`src/rtl/sumador_serial_if.sv`:
```
// Operand/result bundle for the bit-serial adder; master issues start, slave returns the result.
// No backpressure: start is only honoured while the slave is idle.
interface sumador_serial_if #(
  parameter int WIDTH = 8
);
  logic             start;
  logic [WIDTH-1:0] a;
  logic [WIDTH-1:0] b;
  logic             ci;
  logic             busy;
  logic             done;
  logic [WIDTH-1:0] sum;
  logic             co;
  logic             overflow;

  modport master (
    output start, a, b, ci,
    input  busy, done, sum, co, overflow
  );

  modport slave (
    input  start, a, b, ci,
    output busy, done, sum, co, overflow
  );
endinterface

```
`src/rtl/sumador_serial.sv`:
```
// Bit-serial adder, one full-adder cell, LSB first; done pulses WIDTH cycles after start is sampled.
// No backpressure: start is ignored while busy, so one operation per WIDTH+2 cycles at best.
module sumador_serial #(
  parameter int WIDTH = 8
) (
  input  logic            clk,
  input  logic            rst,
  sumador_serial_if.slave bus
);
  localparam int CW = (WIDTH > 2) ? $clog2(WIDTH) : 1;

  typedef enum logic [1:0] {IDLE, RUN, DONE} state_t;

  state_t           state;
  logic [WIDTH-1:0] sa;
  logic [WIDTH-1:0] sb;
  logic             c;
  logic             c_msb;
  logic [CW-1:0]    cnt;
  logic             s;
  logic             cn;

  assign s  = sa[0] ^ sb[0] ^ c;
  assign cn = (sa[0] & sb[0]) | (sa[0] & c) | (sb[0] & c);

  always_ff @(posedge clk) begin
    if (rst) begin
      state        <= IDLE;
      bus.busy     <= 1'b0;
      bus.done     <= 1'b0;
      bus.sum      <= '0;
      bus.co       <= 1'b0;
      bus.overflow <= 1'b0;
      sa           <= '0;
      sb           <= '0;
      c            <= 1'b0;
      c_msb        <= 1'b0;
      cnt          <= '0;
    end else begin
      case (state)
        IDLE: begin
          if (bus.start) begin
            sa       <= bus.a;
            sb       <= bus.b;
            c        <= bus.ci;
            c_msb    <= 1'b0;
            cnt      <= '0;
            bus.busy <= 1'b1;
            state    <= RUN;
          end
        end
        RUN: begin
          // sum doubles as the result shift register; it is only meaningful once done fires
          bus.sum <= {s, bus.sum[WIDTH-1:1]};
          sa      <= sa >> 1;
          sb      <= sb >> 1;
          c       <= cn;
          cnt     <= cnt + CW'(1);
          if (cnt == CW'(WIDTH - 2)) begin
            c_msb <= cn;
          end
          if (cnt == CW'(WIDTH - 1)) begin
            bus.co       <= cn;
            bus.overflow <= c_msb ^ cn;
            bus.done     <= 1'b1;
            state        <= DONE;
          end
        end
        DONE: begin
          bus.done <= 1'b0;
          bus.busy <= 1'b0;
          state    <= IDLE;
        end
        default: begin
          state <= IDLE;
        end
      endcase
    end
  end
endmodule

```
`src/flat_wrapper.sv`:
```
// flat-port wrapper written by rule: the top's interface ports become plain ports
module sumador_serial_flat 
#(
  parameter int WIDTH = 8
)
  (clk, rst, bus_start, bus_a, bus_b, bus_ci, bus_busy, bus_done, bus_sum, bus_co, bus_overflow);
  sumador_serial_if #(.WIDTH(WIDTH)) bus_i ();
  input  logic clk;
  input  logic rst;
  input wire logic [$bits(bus_i.start)-1:0] bus_start;
  input wire logic [$bits(bus_i.a)-1:0] bus_a;
  input wire logic [$bits(bus_i.b)-1:0] bus_b;
  input wire logic [$bits(bus_i.ci)-1:0] bus_ci;
  output wire logic [$bits(bus_i.busy)-1:0] bus_busy;
  output wire logic [$bits(bus_i.done)-1:0] bus_done;
  output wire logic [$bits(bus_i.sum)-1:0] bus_sum;
  output wire logic [$bits(bus_i.co)-1:0] bus_co;
  output wire logic [$bits(bus_i.overflow)-1:0] bus_overflow;
  assign bus_i.start = bus_start;
  assign bus_i.a = bus_a;
  assign bus_i.b = bus_b;
  assign bus_i.ci = bus_ci;
  assign bus_busy = bus_i.busy;
  assign bus_done = bus_i.done;
  assign bus_sum = bus_i.sum;
  assign bus_co = bus_i.co;
  assign bus_overflow = bus_i.overflow;
  sumador_serial #(.WIDTH(WIDTH)) u_core (.clk(clk), .rst(rst), .bus(bus_i));
endmodule
```
`config.mk`:
```
export PLATFORM = sky130hd
export DESIGN_NAME = sumador_serial_flat
export DESIGN_NICKNAME = d
export VERILOG_FILES = /design/src/rtl/sumador_serial_if.sv /design/src/rtl/sumador_serial.sv /design/src/flat_wrapper.sv
export SDC_FILE = /design/constraint.sdc
export NUM_CORES = 1
export LEC_CHECK = 0
export ABC_AREA = 1
export CAP_MARGIN = 40
export CORE_ASPECT_RATIO = 1.75
export CORE_MARGIN = 8
export CORE_UTILIZATION = 28
export DETAILED_ROUTE_END_ITERATION = 10
export HOLD_SLACK_MARGIN = 0.03
export PLACE_DENSITY = 0.52
export SETUP_SLACK_MARGIN = 0.02
export SYNTH_ARGS = -nofsm -noshare
export SYNTH_HDL_FRONTEND = slang
export SYNTH_SLANG_ARGS = --single-unit
```
`constraint.sdc`:
```
create_clock -name clk -period 1.4 [get_ports clk]
set_input_delay 0.14 -clock clk [delete_from_list [all_inputs] [get_ports clk]]
set_output_delay 0.14 -clock clk [all_outputs]
set_load 0.03 [all_outputs]
```
# Word level (Yosys, flattened, before mapping)
# Cells that the tools add are included.
# classes
eq_ne	7
muxes	18
add_sub_neg	1
reduce_logical	10
bitwise	8
# op_table
cell	count
8-bit case mux with 2 select lines	2
8-bit two-way mux	2
2-bit AND reduction	5
1-bit case mux with 2 select lines	4
3-bit == test (second input constant)	2
3-bit case mux with 2 select lines	1
2-bit nonzero test	3
1-bit two-way mux	5
2-bit two-way mux	2
2-bit by 1-bit != test with 1-bit output (second input constant)	2
2-bit case mux with 2 select lines	1
3-bit by 1-bit adder with 3-bit output (second input constant)	1
1-bit AND	3
3-bit two-way mux	1
3-bit AND reduction	1
1-bit XOR	3
2-bit by 1-bit == test with 1-bit output (second input constant)	1
2-bit == test (second input constant)	1
2-bit logical NOT	1
2-bit != test (second input constant)	1
1-bit OR	2
# totals
inputBits	20
word_cells	55
reg_bits	35

# Depth between registers and ports, before layout
# depth
word_depth	5
ltp_mapped	8
ltp_nobuf	8

# Least setup slack after synthesis
# OpenSTA, ideal clock, no wires.
# synth_path
path_type	flip-flop to flip-flop
from	register u_core.c
to	register u_core.c_msb
path_stages_with_launch	6
path_slack_ns	0.257
arrival_time_ns	1.028
setup_ns	0.115
t_required_ns	1.285
path_buffers	0
cell_sequence	dfxtp_1 fa_1 inv_1 nor2_1 a21oi_1 nor2_1
# synth_between
elab_chain_cells	5
# synth_rtl
element	line	source
start, declared	sumador_serial.sv:17	logic c;
start signal, assigned	sumador_serial.sv:45	c <= bus.ci;
start signal, assigned	sumador_serial.sv:57	c <= cn;
1-bit AND	sumador_serial.sv:24	assign cn = (sa[0] & sb[0]) | (sa[0] & c) | (sb[0] & c);
1-bit OR	sumador_serial.sv:24	
1-bit OR *	sumador_serial.sv:24	
via u_core.cn	sumador_serial.sv:21	logic cn;
1-bit two-way mux *	sumador_serial.sv:59	if (cnt == CW'(WIDTH - 2)) begin
1-bit case mux with 2 select lines *	sumador_serial.sv:40	case (state)
end signal, assigned	sumador_serial.sv:60	c_msb <= cn;
end, declared	sumador_serial.sv:18	logic c_msb;
# The timed path passes the listed nets; every way through them passes the cells marked *. The select of a mux whose other input is x is not followed.
# A chain may end at the register's enable or synchronous reset.

# Final worst setup path
# Ends and elaborated chain as after synthesis.

==> impl_metrics.csv <==
group,metric,value,unit
worst_setup_path,start_kind,"register",
synth,ys_seq_elements,35,
sta,fin_worst_skew,0.00448,ns
global_route,grt_pass1_vias,1502,
synth,synth_seq_area_share,0.443,
routing,drt-initial-drc-count,39,
routing,wirelength,3360,um
run,cap_viol_max_count,0,
die,core_area,5500,um2
power_and_ir_drop,cellPowerDensity,1170,nW/um2
cells_and_area,drive_gt1_frac,0.0769,
sta,setup_viol,0,
cells_and_area,fin_util,0.385,
synth,netlist_area,1580,um2
worst_setup_path,timing.rr.end,"u_core.c_msb",
die,rows,36,
hold_path,min_to,"u_core.sb[7]",
routing,drc_errors,0,
power_and_ir_drop,power_leakage,0.999,nW
die,dieArea,8400,um2
synth,synth_cell_type_count,19,
worst_setup_path,reg2reg_setup_slack,0.16,ns
sta,maxSlewHeadroom,0.794,
cts,cts_tree,"done",
synth,synth_area_per_cell,6.70,um2
cells_and_area,fillers,619,
placement,globalplace.congestion,0.712,
cells_and_area,fin_cells,349,
sta,maxSlewViolCount,0,
die,fp.dieW,72.8,um
sta,grt_setup_unrepaired,"no",
worst_setup_path,arrival,1.43,ns
synth,synthesis.nets,260,
cells_and_area,antenna_cells,0,
sta,post-route-period-util,0.886,
cells_and_area,nNetsFinal,296,
die,io_pins,32,
cells_and_area,final_common_cell,"nand2_1",
routing,num_vias,1404,
global_route,grt_pass1_wl,6140,um
sta,fmax,0.806,GHz
worst_setup_path,reg2reg_from,"u_core.c",
cts,clk_latency,0.29,ns
worst_setup_path,crit_fanout,3,
routing,first_pass_iters,4,
global_route,antenna_found_initial,0,
sta,period_needed,1.24,ns
power_and_ir_drop,combinationalPowerShare,0.172,
power_and_ir_drop,internal_power,1.83,mW
cells_and_area,area_delta_synth_final,33.6,%
global_route,gr-usage-all-layers,0.0922,
placement,pre_cts_ws,0.0949,ns
worst_setup_path,end_kind,"register",
cts,cts_sinks,35,
synth,yosys_warnings,0,
worst_setup_path,worstPathRequired,1.59,ns
power_and_ir_drop,p_switching,0.646,mW
global_route,grt_start_max_net_pins,35,
worst_setup_path,critPathKind,"reg -> reg",
die,die_y,115,um
synth,netlist_instances,236,
power_and_ir_drop,clockPowerShare,0.382,
global_route,grt-ovfl-total,0,
hold_path,hp-start,"bus_b[7]",
sta,post-route-worst-setup-slack,0.160,ns
worst_setup_path,reg2regPathDepth,5,
routing,drtAntennaViolNets,0,
placement,port_buffers,31,
placement,dp.cells,341,
power_and_ir_drop,seq_power_share,0.446,
placement,place_hpwl,2440,um
routing,wl_per_cell,9.62,um
routing,via_per_inst,4.02,
hold_path,hp-class,"in -> reg",
hold_path,holdPathStages,3,
die,start_util,0.288,
power_and_ir_drop,p_sw_frac,0.261,
outcome,status,"complete, no violations",
power_and_ir_drop,ir_drop,0.000558,V
power_and_ir_drop,fin_total_pwr,2.47,mW
sta,hold_viol,0,
worst_setup_path,setup.worst_path.start,"u_core.c",
sta,worst_slew_pin_slew,0.311,ns
sta,tns,0,ns
cts,cts_root_buf,"clkbuf_8",
cells_and_area,final_cell_mix,"nand2_1, nor2_1, dfxtp_1, inv_1, o21ai_0",
cts,htreeDepth,2,
cts,cts_buffers,5,
cts,clockBufferDepth,2,
cts,path_clk_slew,0.07,ns
==> logic make-up after synthesis <==
group	count (synthesis)	share of synthesized area
AO/OA/AOI/OAI	32	0.104
adder cells (fa/ha/maj)	4	0.0364
buffers and inverters	38	0.104
flip-flops	35	0.443
AND/OR/NAND/NOR	127	0.313
==> sequential cells by signal (all words and copies together) (netlist names) <==
register and count:
u_core.bus.busy 1, u_core.bus.co 1, u_core.bus.done 1, u_core.bus.overflow 1, u_core.bus.sum 8, u_core.c 1, u_core.c_msb 1, u_core.cnt 3
u_core.sa 8, u_core.sb 8, u_core.state 2
==> power groups by stage <==
stage	sequential, mW	combinational, mW	clock (mW)
floorplan	1.17	0.237	0
global placement	1.13	0.446	0
detailed placement	1.13	0.449	0
CTS	1.10	0.435	0.986
global route	1.11	0.499	1.03
finish	1.10	0.426	0.945
==> critical path: stages (launching register included) <==
cell     delay [ns]
dfxtp_1        0.33
fa_1           0.47
inv_1          0.12
nor2_1         0.05
a21oi_1        0.11
nor2_1         0.06
==> what timing repair did <==
item,4_1_cts,5_1_grt
setup endpoints to repair,12,1
gates resized for setup,12,1
setup buffers,0,0
hold buffers,0,0
==> how the worst max path moves through the flow <==
stage | slack [ns] | to | cells after the start
after global routing | 0.03 | u_core.sb[3] | 7
final | 0.16 | u_core.c_msb | 5
after CTS | 0.14 | u_core.c_msb | 5
after floorplan | 0.26 | u_core.c_msb | 5
after detailed placement | 0.09 | u_core.sa[0] | 6
after global placement | 0.12 | u_core.sa[0] | 6
==> per-layer routing <==
layer	part of all wire	global-route usage
met1	0.42	0.0866
met2	0.50	0.171
met3	0.049	0.0260
met4	0.025	0.0524
met5	0	0
==> stage by stage <==
stage	area (um2)	hold WS [ns]
floorplan	1580	0.209
CTS	2110	0.407
global route	2110	0.417
finish	2110	0.410
global placement	2010	0.454
detailed placement	2010	0.460
==> synth_stat cells <==
library cell | instances | area, um2
nand2_1 | 66 | 248
nor2_1 | 54 | 203
dfxtp_1 | 35 | 701
inv_1 | 27 | 101
o21ai_0 | 24 | 120
a21oi_1 | 7 | 35.0
buf_2 | 5 | 25.0
nand3_1 | 4 | 20.0
ha_1 | 3 | 37.5
buf_4 | 2 | 15.0
buf_6 | 1 | 11.3
clkbuf_2 | 1 | 5.00
clkinv_1 | 1 | 3.75
fa_1 | 1 | 20.0
inv_2 | 1 | 3.75
nand2_2 | 1 | 6.26
nor2_4 | 1 | 11.3
o21ai_2 | 1 | 8.76
or2_2 | 1 | 6.26
==> layout make-up <==
type,count,area (um2),area share
timing repair buffer,38,373,0.176
inverter,29,109,0.0515
tap,76,95.1,0.0450
clock inverter,2,35.0,0.0166
clock buffer,6,82.6,0.0391
sequential,35,701,0.332
multi-input combinational,163,718,0.340
Power figures use the tool's default switching activity.
